==> src/rtl/jk_bank_arbiter_if.sv <==
// Request/command bus between NREQ requesters and the JK bank arbiter, plus the
// JK drive lines toward the flip-flop bank and a debug view of the arbiter FSM.
`timescale 1ns/1ps

interface jk_bank_arbiter_if #(
    parameter int NREQ  = 4,
    parameter int NBITS = 8,
    parameter int AW    = 3
);
    // Handshake: a requester raises req[i] with cmd/addr valid and keeps req[i]
    // high until ack[i] pulses; cmd/addr are captured on the granting edge only.
    logic [NREQ-1:0]    req;
    logic [2*NREQ-1:0]  cmd;
    logic [AW*NREQ-1:0] addr;
    logic [NREQ-1:0]    gnt;
    logic [NREQ-1:0]    ack;
    logic               err;
    logic [NBITS-1:0]   jk_j;
    logic [NBITS-1:0]   jk_k;
    logic               busy;
    logic [1:0]         state_dbg;

    modport master (
        output req, cmd, addr,
        input  gnt, ack, err, jk_j, jk_k, busy, state_dbg
    );

    modport slave (
        input  req, cmd, addr,
        output gnt, ack, err, jk_j, jk_k, busy, state_dbg
    );
endinterface

==> src/rtl/jk_bank_arbiter.sv <==
// Round-robin arbiter/sequencer driving one JK flip-flop of a bank per 3-cycle slot.
// Optional JK_SHADOW_EN adds a shadow copy of the bank (q_shadow) and a conflict flag.
`timescale 1ns/1ps

module jk_bank_arbiter #(
    parameter int NREQ  = 4,
    parameter int NBITS = 8,
    parameter int AW    = 3
) (
    input  logic clock,
    input  logic rst,
    jk_bank_arbiter_if.slave bus
`ifdef JK_SHADOW_EN
    ,
    output logic [NBITS-1:0] q_shadow,
    output logic             conflict
`endif
);
    localparam int PW = (NREQ > 1) ? $clog2(NREQ) : 1;

    typedef enum logic [1:0] {
        IDLE  = 2'd0,
        APPLY = 2'd1,
        ACK   = 2'd2
    } state_t;

    state_t          state;
    logic [PW-1:0]   rr_ptr;
    logic [PW-1:0]   sel;
    logic [AW-1:0]   lat_addr;
    logic [NREQ-1:0] gnt_q;
    logic [NREQ-1:0] ack_q;
    logic            err_q;
    logic [NBITS-1:0] jk_j_q;
    logic [NBITS-1:0] jk_k_q;
    logic            busy_q;
`ifdef JK_SHADOW_EN
    logic [1:0]      lat_cmd;
`endif

    logic            found;
    logic [PW-1:0]   pick;
    logic [1:0]      pick_cmd;
    logic [AW-1:0]   pick_addr;
    logic            pick_valid;
    logic            lat_valid;

    function automatic logic [NREQ-1:0] onehot(input logic [PW-1:0] s);
        logic [NREQ-1:0] v;
        v    = '0;
        v[s] = 1'b1;
        return v;
    endfunction

    // First requester at or after rr_ptr, wrapping modulo NREQ.
    always_comb begin
        found = 1'b0;
        pick  = '0;
        for (int i = 0; i < NREQ; i++) begin
            if (!found && bus.req[(int'(rr_ptr) + i) % NREQ]) begin
                found = 1'b1;
                pick  = PW'((int'(rr_ptr) + i) % NREQ);
            end
        end
        pick_cmd   = bus.cmd[2*int'(pick) +: 2];
        pick_addr  = bus.addr[AW*int'(pick) +: AW];
        pick_valid = int'(pick_addr) < NBITS;
        lat_valid  = int'(lat_addr) < NBITS;
    end

    always_ff @(posedge clock or negedge rst) begin
        if (!rst) begin
            state    <= IDLE;
            rr_ptr   <= '0;
            sel      <= '0;
            lat_addr <= '0;
            gnt_q    <= '0;
            ack_q    <= '0;
            err_q    <= 1'b0;
            jk_j_q   <= '0;
            jk_k_q   <= '0;
            busy_q   <= 1'b0;
`ifdef JK_SHADOW_EN
            lat_cmd  <= 2'b00;
            q_shadow <= '0;
            conflict <= 1'b0;
`endif
        end else begin
            case (state)
                IDLE: begin
                    ack_q <= '0;
                    err_q <= 1'b0;
                    if (found) begin
                        sel      <= pick;
                        lat_addr <= pick_addr;
`ifdef JK_SHADOW_EN
                        lat_cmd  <= pick_cmd;
`endif
                        gnt_q    <= onehot(pick);
                        jk_j_q   <= pick_valid ? (NBITS'(pick_cmd[1]) << pick_addr) : '0;
                        jk_k_q   <= pick_valid ? (NBITS'(pick_cmd[0]) << pick_addr) : '0;
                        busy_q   <= 1'b1;
                        state    <= APPLY;
                    end
                end
                APPLY: begin
                    gnt_q  <= '0;
                    jk_j_q <= '0;
                    jk_k_q <= '0;
                    ack_q  <= onehot(sel);
                    err_q  <= !lat_valid;
                    state  <= ACK;
`ifdef JK_SHADOW_EN
                    // Shadow bit changes on the same edge the real bank clocks in j/k.
                    if (lat_valid) begin
                        case (lat_cmd)
                            2'b01:   q_shadow[lat_addr] <= 1'b0;
                            2'b10:   q_shadow[lat_addr] <= 1'b1;
                            2'b11:   q_shadow[lat_addr] <= ~q_shadow[lat_addr];
                            default: q_shadow[lat_addr] <= q_shadow[lat_addr];
                        endcase
                    end
                    conflict <= lat_valid &&
                                ((lat_cmd == 2'b10 &&  q_shadow[lat_addr]) ||
                                 (lat_cmd == 2'b01 && !q_shadow[lat_addr]));
`endif
                end
                ACK: begin
                    ack_q  <= '0;
                    err_q  <= 1'b0;
                    busy_q <= 1'b0;
                    rr_ptr <= (sel == PW'(NREQ - 1)) ? '0 : sel + 1'b1;
                    state  <= IDLE;
`ifdef JK_SHADOW_EN
                    conflict <= 1'b0;
`endif
                end
                default: begin
                    gnt_q  <= '0;
                    ack_q  <= '0;
                    err_q  <= 1'b0;
                    jk_j_q <= '0;
                    jk_k_q <= '0;
                    busy_q <= 1'b0;
                    state  <= IDLE;
                end
            endcase
        end
    end

    assign bus.gnt       = gnt_q;
    assign bus.ack       = ack_q;
    assign bus.err       = err_q;
    assign bus.jk_j      = jk_j_q;
    assign bus.jk_k      = jk_k_q;
    assign bus.busy      = busy_q;
    assign bus.state_dbg = state;
endmodule
==> src/flat_wrapper.sv <==
// flat-port wrapper written by rule: the top's interface ports become plain ports
module jk_bank_arbiter_flat 
#(
    parameter int NREQ  = 4,
    parameter int NBITS = 8,
    parameter int AW    = 3
)
  (clock, rst, bus_req, bus_cmd, bus_addr, bus_gnt, bus_ack, bus_err, bus_jk_j, bus_jk_k, bus_busy, bus_state_dbg);
  jk_bank_arbiter_if #(.NREQ(NREQ), .NBITS(NBITS), .AW(AW)) bus_i ();
  input  logic clock;
  input  logic rst;
  input wire logic [$bits(bus_i.req)-1:0] bus_req;
  input wire logic [$bits(bus_i.cmd)-1:0] bus_cmd;
  input wire logic [$bits(bus_i.addr)-1:0] bus_addr;
  output wire logic [$bits(bus_i.gnt)-1:0] bus_gnt;
  output wire logic [$bits(bus_i.ack)-1:0] bus_ack;
  output wire logic [$bits(bus_i.err)-1:0] bus_err;
  output wire logic [$bits(bus_i.jk_j)-1:0] bus_jk_j;
  output wire logic [$bits(bus_i.jk_k)-1:0] bus_jk_k;
  output wire logic [$bits(bus_i.busy)-1:0] bus_busy;
  output wire logic [$bits(bus_i.state_dbg)-1:0] bus_state_dbg;
  assign bus_i.req = bus_req;
  assign bus_i.cmd = bus_cmd;
  assign bus_i.addr = bus_addr;
  assign bus_gnt = bus_i.gnt;
  assign bus_ack = bus_i.ack;
  assign bus_err = bus_i.err;
  assign bus_jk_j = bus_i.jk_j;
  assign bus_jk_k = bus_i.jk_k;
  assign bus_busy = bus_i.busy;
  assign bus_state_dbg = bus_i.state_dbg;
  jk_bank_arbiter #(.NREQ(NREQ), .NBITS(NBITS), .AW(AW)) u_core (.clock(clock), .rst(rst), .bus(bus_i));
endmodule
==> config.mk <==
export PLATFORM = sky130hd
export DESIGN_NAME = jk_bank_arbiter_flat
export DESIGN_NICKNAME = d
export VERILOG_FILES = /design/src/rtl/jk_bank_arbiter_if.sv /design/src/rtl/jk_bank_arbiter.sv /design/src/flat_wrapper.sv
export SDC_FILE = /design/constraint.sdc
export NUM_CORES = 1
export LEC_CHECK = 0
export ABC_AREA = 1
export BUFFER_PORTS_ARGS = -buffer_cell sky130_fd_sc_hd__buf_2
export CAP_MARGIN = 30
export CELL_PAD_IN_SITES_DETAIL_PLACEMENT = 0
export CELL_PAD_IN_SITES_GLOBAL_PLACEMENT = 2
export CORE_UTILIZATION = 26
export DETAILED_ROUTE_END_ITERATION = 10
export GPL_TIMING_DRIVEN = 0
export PLACE_DENSITY_LB_ADDON = 0.1
export SLEW_MARGIN = 20
export SYNTH_ARGS = -nofsm -noshare
export SYNTH_HDL_FRONTEND = slang
export SYNTH_SLANG_ARGS = --single-unit
export TNS_END_PERCENT = 30
==> constraint.sdc <==
create_clock -name clock -period 2 [get_ports clock]
set_input_delay 0.4 -clock clock [delete_from_list [all_inputs] [get_ports clock]]
set_output_delay 0.4 -clock clock [all_outputs]
set_load 0.1 [all_outputs]
==> results of run 1 <==
==> layout make-up <==
class,count,share of cell area
inverter,33,0.0454
sequential,31,0.263
clock inverter,1,0.00170
clock buffer,7,0.0259
multi-input combinational,191,0.436
timing repair buffer,70,0.151
tap,99,0.0420
buffer,9,0.0348
==> worst max-delay path, delay by kind of cell, from the launching register on <==
family	cells	cell delay, ns
compound gates	1	0.16
buf+inv	2	0.29
flops	1	0.41
simple gates	12	1.16
==> metrics by stage <==
| stage | setup WS, ns | utilization |
|---|---|---|
| 2_1_floorplan | 0.145 | - |
| 3_3_place_gp | -0.183 | 0.321 |
| 3_5_place_dp | -0.143 | 0.321 |
| 4_1_cts | -0.0854 | 0.370 |
| 5_1_grt | -0.254 | 0.407 |
| 6_report | -0.0945 | 0.407 |
==> layer usage <==
layer,global-route usage,vias to the layer above,part of all wire
met5,0,-,0
met4,0.0528,0,0.011
met3,0.0271,4,0.036
met2,0.225,39,0.46
met1,0.185,861,0.49
li1,-,978,-
==> timing repair <==
action,CTS,global route
endpoints found under the setup margin,20,21
gates resized for setup,55,40
pin swaps,22,30
setup buffers,7,10
hold buffers,0,0
gates cloned,1,0
==> kinds of logic after synthesis <==
group / Yosys count / synth area share
fa+ha+maj: 4 / 0.0257
other cells: 1 / 0.00193
compound gates: 15 / 0.0546
flops: 31 / 0.398
buf+inv: 42 / 0.103
simple gates: 171 / 0.416
==> layout by cell type, fill, tap and decap left out, types with 2 or more instances in the layout <==
master / netlist / layout
nand2_1: 106 / 78
buf_2: 2 / 53
dfrtp_1: 31 / 30
inv_1: 29 / 27
nand2_2: 8 / 22
nand3_2: 3 / 22
nand2_4: 3 / 15
nand3_1: 36 / 14
buf_4: 3 / 14
nor2_1: 7 / 7
nor2_4: 6 / 6
buf_6: 4 / 5
o21ai_0: 7 / 5
clkbuf_8: 0 / 5
buf_8: 0 / 4
nand3_4: 1 / 4
ha_1: 4 / 4
inv_2: 4 / 3
buf_12: 0 / 3
inv_4: 0 / 2
o21ai_2: 2 / 2
nand2_8: 0 / 2
o21ai_4: 0 / 2
a32o_1: 2 / 2
clkbuf_1: 0 / 2
==> how the worst max path moves through the flow <==
stage                                 from                  to
after floorplan           u_core.rr_ptr[0]  u_core.bus.jk_j[6]
after global placement    u_core.rr_ptr[0]  u_core.bus.jk_j[7]
after detailed placement  u_core.rr_ptr[0]  u_core.bus.jk_j[7]
after CTS                 u_core.rr_ptr[0]  u_core.bus.jk_j[7]
after global routing      u_core.rr_ptr[0]  u_core.bus.jk_j[4]
final                     u_core.rr_ptr[0]  u_core.bus.jk_j[7]
==> registers in the layout, indices dropped and copies added (netlist names) <==
signal                cells
u_core.bus.busy           1
u_core.bus.jk_j           8
u_core.bus.ack            4
u_core.bus.gnt            4
u_core.bus.jk_k           8
u_core.sel                2
u_core.rr_ptr             2
u_core.bus.state_dbg      2
==> run metrics, run 1 <==
fin crit share 1.05; CTS sink count 31; flop2flop setup slack -0.09 ns; antenna cell count 0; HPWL reported at the end of detailed placement 3.71 mm; failing checks negative setup slack; Seq/Total Area, Yosys 0.398; synth top area cells dfrtp_1, nand2_1, nand3_1; WL final between 5 and 6 mm; GP Congestion ~0.69; clk_lat worst skew 0.27 ns; via-per-instance ratio about 4.3; Num CTS Buffers 5; initial drt markers 52; placed instance area about 2300 um^2; via count around 1900; FF+latch area around 780 um^2; min Tclk post-route around 2.1 ns; Pins Over Slew Limit 0; port bufs 52; vias in the first global route between 1500 and 2000; max-cap violation count 0; Routed Antenna Nets 0; Synth area leader dfrtp_1; setup_tns -0.997 ns; WL/cell 11.7 um; Post-Syn Nets slightly below 300; Area Growth Syn to Fin 51.5%; reg-to-reg startpoint u_core.rr_ptr[0]; final cell count without fillers 441; CTS tree done; HP Class in2async; post-route setup slack -0.0945 ns; initial antenna violation count 0; post-synth cell types 24; # H-tree levels 2; outcome finished with violations; Final Setup Violations 16; clk buf depth 2; Placed Cells about 420; Yosys top cell area share 0.398; worst clock skew ~0.0021 ns; fill cell count 795; Multi-input gate area 1290 um^2; Syn. warnings 0; CP max stage delay ~0.4 ns; Synth Area per Inst 7.37 um^2; final hold violation count 0; largest net degree at the start of global routing 32; Slew @ Worst Pin between 0.6 and 0.7 ns; # DRC 0; Worst setup SP type register; WP data arrival 2.31 ns; Mapped Area 1950 um^2; required time of the worst setup path roughly 2.2 ns; RSZ-0062 raised after global routing yes; Post-synth EDFFs 0; Nets 371; root buffer cell clkbuf_8; Syn Inst Count between 200 and 300; CTS clk-pin slew, worst paths roughly 0.060 ns; commonest register cell after synthesis dfrtp_1; Critical-path top delay cell dfrtp_1; worst-path fanout max 9; Hold Slack 0.163 ns; number of top-level pins 54; critical path class reg2reg; R2R depth 15; count leader, synth nand2_1; first-pass GRT wire length about 8.3 mm; Die ar. between 7000 and 8000 um^2; fraction of layout cells with a size suffix above 1 0.494; Commonest cells post-synth nand2_1, nand3_1, dfrtp_1; core area about 7300 um^2; initial cell density of the core 0.268; final instance area 2950 um^2; DRT Pass-1 Iters 4; DIE WIDTH about 89 um; element type at the critical path end register; max_slew headroom 0.545; Die Y-Extent a little under 90 um; synthesized flop and latch total 31; crit-path cells buf_6, nand2_1, nand2_4, nand2_2, nand2_2, nor2_4, nand3_4, nand3_4, nand2_1, nand2_2, nand2_8, a21oi_4, buf_12, nand3_2, nand2_1; f_max approximately 480 MHz; row count 31; Total GRT Usage 0.140; worst flop-to-flop path endpoint u_core.bus.jk_j[7]; Synth async-reset ratio 1.00; GRT overflow 0
Power of run 1 is left out: the tool's default activity adds up to more than one toggle a clock period on the data nets, which glitch-free logic cannot reach.
==> run 2, diff against run 1 <==
Settings changed: REMOVE_ABC_BUFFERS set to 1.
==> run 2 against run 1 <==
Compared with the run above: the run still ends with negative setup slack left; non-clock buffer count up 5; utilization up 1.3 points; design area is 3.1% higher; die area unchanged; first-iteration DRC count is 35% higher; sequential share of layout area decreased by 0.75 points; register-to-register slack worse by 0.14 ns; critical path depth up 1; count of clock-buffer cells in the layout shrank 1; setup slack worse by 0.14 ns; sequential cell count did not move; worst hold slack better by 0.014 ns; critical endpoint is now u_core.bus.jk_k[6]; largest cell class unchanged.
==> run metrics, run 2 (synthesis results as in run 1) <==
outcome finished with violations; failing checks negative setup slack; number of top-level pins 54 (unchanged); clk_lat worst skew 0.27 ns (about the same); post-route setup slack -0.238 ns (-0.143 ns); # H-tree levels 2 (unchanged); required time of the worst setup path 2.22 ns (about the same); # DRC 0 (unchanged); worst clock skew 0.00688 ns (+0.00477 ns); Total GRT Usage 0.146 (+0.00604); CTS clk-pin slew, worst paths 0.06 ns (about the same); vias in the first global route 1726 (+1.4%); critical path class reg2reg; CTS tree done; Area Growth Syn to Fin 56.2%; crit-path most repeated cell nand2_4; initial cell density of the core 0.268 (unchanged); CP max stage delay 0.51 ns (+0.10 ns); HP Class in2async; initial antenna violation count 0 (unchanged); WL/cell 12.6 um (+7.4%); Worst setup SP type register; via count 1920 (+2.0%); initial drt markers 70 (+35%); row count 31 (unchanged); RSZ-0062 raised after global routing yes; CTS sink count 31 (unchanged); Nets 379 (+2.2%); fraction of layout cells with a size suffix above 1 0.514 (+0.0202); HPWL reported at the end of detailed placement 3.54 mm (-4.7%); DIE WIDTH 88.5 um (unchanged); final hold violation count 0 (unchanged); crit-path cells clkinv_4, nand2_4, nand2_4, nand2_4, nand2_4, nor2_4, nand3_4, buf_12, buf_4, nand3_2, nand2_1, nand2_1, nand2_2, nor2_4, nand3_2, nand2_2; commonest non-fill, non-tap cell in the layout nand2_1; WL final 5.62 mm (+8.9%); Die ar. 7840 um^2 (unchanged); max_slew headroom 0.530 (-0.0148); Slew @ Worst Pin 0.705 ns (+0.0222 ns); Routed Antenna Nets 0 (unchanged); commonest cells after routing, fill and taps aside nand2_1, buf_2, dfrtp_1; family with the most delay on the worst path simple AND/OR/NAND/NOR gates; GRT overflow 0 (unchanged); Die Y-Extent 88.5 um (unchanged); via-per-instance ratio 4.30 (+0.65%); WP data arrival 2.45 ns (+0.14 ns); element type at the critical path end register; Pins Over Slew Limit 0 (unchanged); hold_buf cts 0 (unchanged); worst-path fanout max 7 (-2); Critical-path top delay cell dfrtp_2; antenna cell count 0 (unchanged); GP Congestion 0.665 (-3.0%); Num CTS Buffers 5 (unchanged); Hold Slack 0.176 ns (+0.0138 ns); DRT Pass-1 Iters 4 (unchanged); root buffer cell clkbuf_8; first-pass GRT wire length 8.65 mm (+4.5%); worst path buffer plus inverter count 3 (+1); max-cap violation count 0 (unchanged); Final Setup Violations 21 (+5); f_max 447 MHz (-6.4%); port bufs 52 (unchanged); clk buf depth 2 (unchanged); largest net degree at the start of global routing 32 (unchanged); fin crit share 1.12 (+0.0716); min Tclk post-route 2.24 ns (+0.143 ns); core area 7250 um^2 (unchanged)
run 2: layout make-up:
class	count	area, um^2
clock buffer	6	72.6
fill	799	4210
inverter	33	134
timing repair buffer	84	573
multi-input combinational	193	1350
sequential	31	778
tap	99	124
timing repair inverter	1	6.26
run 2: path summary, 6_finish.rpt:
| path | from | endpoint | slack (ns) | cells past startpoint |
|---|---|---|---|---|
| worst max register to register | u_core.rr_ptr[0] | u_core.bus.jk_k[6] | -0.24 | 16 |
| min in group clock | u_core.bus.jk_j[5] | u_core.bus.jk_j[5] | 0.47 | 2 |
| worst min register to register | u_core.bus.jk_j[5] | u_core.bus.jk_j[5] | 0.47 | 2 |
| max in group asynchronous | rst | u_core.rr_ptr[0] | 1.33 | 1 |
| worst min-delay path | rst | u_core.bus.ack[1] | 0.18 | 1 |
| worst max-delay path | u_core.rr_ptr[0] | u_core.bus.jk_k[6] | -0.24 | 16 |
run 2: per-stage QoR:
step	utilization	worst slack (ns)	TNS [ns]	instance area, um^2	instances
final	0.419	-0.238	-3.60	3040	447
after global routing	0.419	-0.370	-6.44	3040	447
after CTS	0.353	-0.180	-2.94	2560	430
after detailed placement	0.313	-0.765	-13.93	2270	407
after global placement	0.311	-1.29	-26.02	2250	406
after floorplan	-	-0.352	-6.46	1870	255
run 2: what timing repair did:
item,CTS,global route
pin swaps,8,39
setup endpoints to repair,24,21
hold endpoints to repair,0,0
setup buffers,15,16
gates resized for setup,26,76
gates cloned,2,1
run 2: metal layers:
layer,share of wire,vias to the layer above,GRT usage,routed length (um)
met4,0.010,0,0.0440,58
li1,-,992,-,-
met3,0.031,4,0.0271,173
met5,0,-,0,0
met1,0.47,884,0.196,2640
met2,0.49,40,0.238,2750
Power of run 2 is left out for the same reason.
==> run 3, diff against run 2 <==
Settings changed: ABC_AREA 1 to 0, CORE_UTILIZATION 26 to 27.
==> run 3 against run 2 <==
Compared with the run above: the run still ends with negative setup slack left; utilization is 3.6 points lower; setup slack gained 0.20 ns; routed wire length shrank 30%; critical path depth down 10; die area fell by 24%; sequential cell count unchanged; clock skew decreased by 0.0051 ns; maximum frequency increased by 9.6%.
==> run metrics, run 3 <==
Routed Antenna Nets 0 (unchanged); met1 GRT Util 0.182 (-0.0137); Post-synth EDFFs 0 (unchanged); max-cap violation count 0 (unchanged); HP Class in2async; antenna cell count 0 (unchanged); R2R depth 6 (-10); family with the most delay on the worst path multiplexers; DRT Pass-1 Iters 4 (unchanged); Seq/Total Area, Yosys 0.505 (+0.107); CTS clk-pin slew, worst paths 0.06 ns (about the same); crit-path cells mux2i_2, o2bb2ai_4, nor2_4, mux4_2, a21boi_4, a32o_1; Yosys top cell area share 0.505 (+0.107); Die ar. 5990 um^2 (-24%); via count 1311 (-32%); Commonest cells post-synth dfrtp_1, o21ai_0, nand2_1; GP Congestion 0.726 (+9.1%); synth top area cells dfrtp_1, o21ai_0, nand2_1; Nets 241 (-36%); vias in the first global route 1298 (-25%); worst-path fanout max 5 (-2); Mapped Area 1540 um^2 (-21%); Synth async-reset ratio 1.00 (unchanged); peak supply drop approximately 560 uV; Total GRT Usage 0.140 (-0.00558); f_max 490 MHz (+9.6%); first-pass GRT wire length 6.32 mm (-27%); flop2flop setup slack -0.04 ns (+0.20 ns); largest net degree at the start of global routing 32 (unchanged); CTS tree done; number of top-level pins 54 (unchanged); DIE WIDTH 77.4 um (-13%); core area 5510 um^2 (-24%); # DRC 0 (unchanged); clk buf depth 2 (unchanged); critical path class reg2reg; initial cell density of the core 0.279 (+0.0104); Area Growth Syn to Fin 37.4%; worst flop-to-flop path endpoint u_core.bus.jk_j[6]; outcome finished with violations; global-route met2 utilization 0.219 (-0.0192); Multi-input gate area 779 um^2 (-42%); final hold violation count 0 (unchanged); port bufs 52 (unchanged); Design Power 0.00381 W; CP max stage delay 0.55 ns (+0.04 ns); Layout Utilization 0.383 (-0.0361); CP Depth 6 (-10); CP Capture Point u_core.bus.jk_j[6]; max_slew headroom 0.473 (-0.0575); fraction of layout cells with a size suffix above 1 0.458 (-0.0568); WP data arrival 2.21 ns (-0.24 ns); post-synth cell types 41 (+71%); initial drt markers 45 (-36%); P_leak 1.04 nW; Most Used Layer, Global Route met2; clk_lat worst skew 0.27 ns (about the same); fin crit share 1.02 (-0.0980); row count 27 (-13%); Synth Area per Inst 10.7 um^2 (+45%); initial antenna violation count 0 (unchanged); Die Y-Extent 77.4 um (-13%); Worst setup SP type register; post-route setup slack -0.0417 ns (+0.196 ns); Final Setup Violations 10 (-52%); GRT overflow 0 (unchanged); met3 GRT Util 0.0365 (+0.00942); Synth area leader dfrtp_1; WL/cell 13.8 um (+9.7%); count leader, synth dfrtp_1; reg-to-reg startpoint u_core.rr_ptr[1]; Slew @ Worst Pin 0.790 ns (+0.0853 ns); Syn. warnings 0 (unchanged); HPWL reported at the end of detailed placement 2.84 mm (-20%); commonest register cell after synthesis dfrtp_1; # H-tree levels 2 (unchanged); min Tclk post-route 2.04 ns (-0.196 ns); Pins Over Slew Limit 0 (unchanged); FF+latch area 778 um^2 (unchanged); Syn Inst Count 144 (-45%); Num CTS Buffers 5 (unchanged); WL final 3.92 mm (-30%); fill cell count 585 (-27%); via-per-instance ratio 4.62 (+7.5%); commonest non-fill, non-tap cell in the layout buf_2; synthesized flop and latch total 31 (unchanged); RSZ-0062 raised after global routing yes; hold_buf cts 0 (unchanged); failing checks negative setup slack; commonest cells after routing, fill and taps aside buf_2, dfrtp_1, nand2_1; CTS sink count 31 (unchanged); worst clock skew 0.00174 ns (-0.00514 ns); required time of the worst setup path 2.16 ns (-0.06 ns); Critical-path top delay cell mux4_2; element type at the critical path end register; CP Launch Point u_core.rr_ptr[1]; root buffer cell clkbuf_8; power density over cell area 1810 nW/um^2; worst path buffer plus inverter count 0 (-3)
==> run 3: changes by cell type in the layout (fill, tap and decap cells not counted), moves of 7 or more <==
cell / before / now
nand2_4: 19 / 0
nand3_4: 7 / 0
o21ai_0: 6 / 13
buf_4: 22 / 11
nand2_2: 21 / 0
nand3_2: 22 / 0
nand2_1: 76 / 17
inv_1: 28 / 5
==> run 3: cell families after synthesis <==
logic type,Yosys count,share of synthesized area
other cells,1,0.00244
mux,5,0.0603
fa+ha+maj,4,0.0326
flops,31,0.505
simple gates,50,0.168
buf+inv,8,0.0220
compound gates,45,0.209
==> run 3: metal layers <==
layer / wire (um) / vias to the layer above
li1: - / 647
met3: 200 / 4
met2: 1870 / 45
met1: 1790 / 615
met4: 51 / 0
met5: 0 / -
==> run 3: worst register-to-register path, cell delays in order (launching register included) <==
cell and delay (ns):
dfrtp_2 0.45, mux2i_2 0.19, o2bb2ai_4 0.17, nor2_4 0.16, mux4_2 0.55, a21boi_4 0.17
a32o_1 0.25
==> run 3: metrics by stage <==
stage               std cells  hold slack (ns)  setup slack, ns  TNS (ns)  instance area [um^2]
finish                    284            0.170          -0.0417    -0.184                  2110
global placement          265            0.456           -0.442     -8.18                  1870
floorplan                 141            0.104           -0.234     -1.60                  1520
CTS                       282            0.179          -0.0804    -0.621                  2090
detailed placement        265            0.464           -0.439     -6.03                  1870
global route              284            0.220           -0.155     -1.77                  2110
==> run 3: power breakdown <==
part	total (W)	internal [W]	switching, W
combinational	0.00232	0.000613	0.00171
sequential	0.000958	0.000812	0.000146
clock	0.000531	0.000314	0.000218
total	0.00381	0.00174	0.00207
==> run 3: cell type report <==
class | count | area share
multi-input cells | 105 | 0.370
flip-flops and latches | 31 | 0.369
repair buffers | 63 | 0.163
clock buffers | 8 | 0.0474
well taps | 72 | 0.0427
inverters | 5 | 0.00890
==> run 3: worst min-delay path by stage <==
stage	slack (ns)	end	from
after detailed placement	0.46	u_core.bus.jk_k[1]	u_core.bus.jk_k[1]
after global placement	0.46	u_core.bus.jk_j[3]	u_core.bus.jk_j[3]
final	0.17	u_core.bus.ack[0]	rst
after floorplan	0.10	u_core.bus.ack[0]	rst
after CTS	0.18	u_core.bus.ack[0]	rst
after global routing	0.22	u_core.bus.state_dbg[0]	rst
==> run 3: timing repair <==
action | in CTS | in global routing
endpoints found under the setup margin | 16 | 16
gates cloned | 0 | 0
resized for setup | 14 | 5
pin swaps | 6 | 2
buffers inserted | 9 | 2
(Power assumes the default switching activity.)
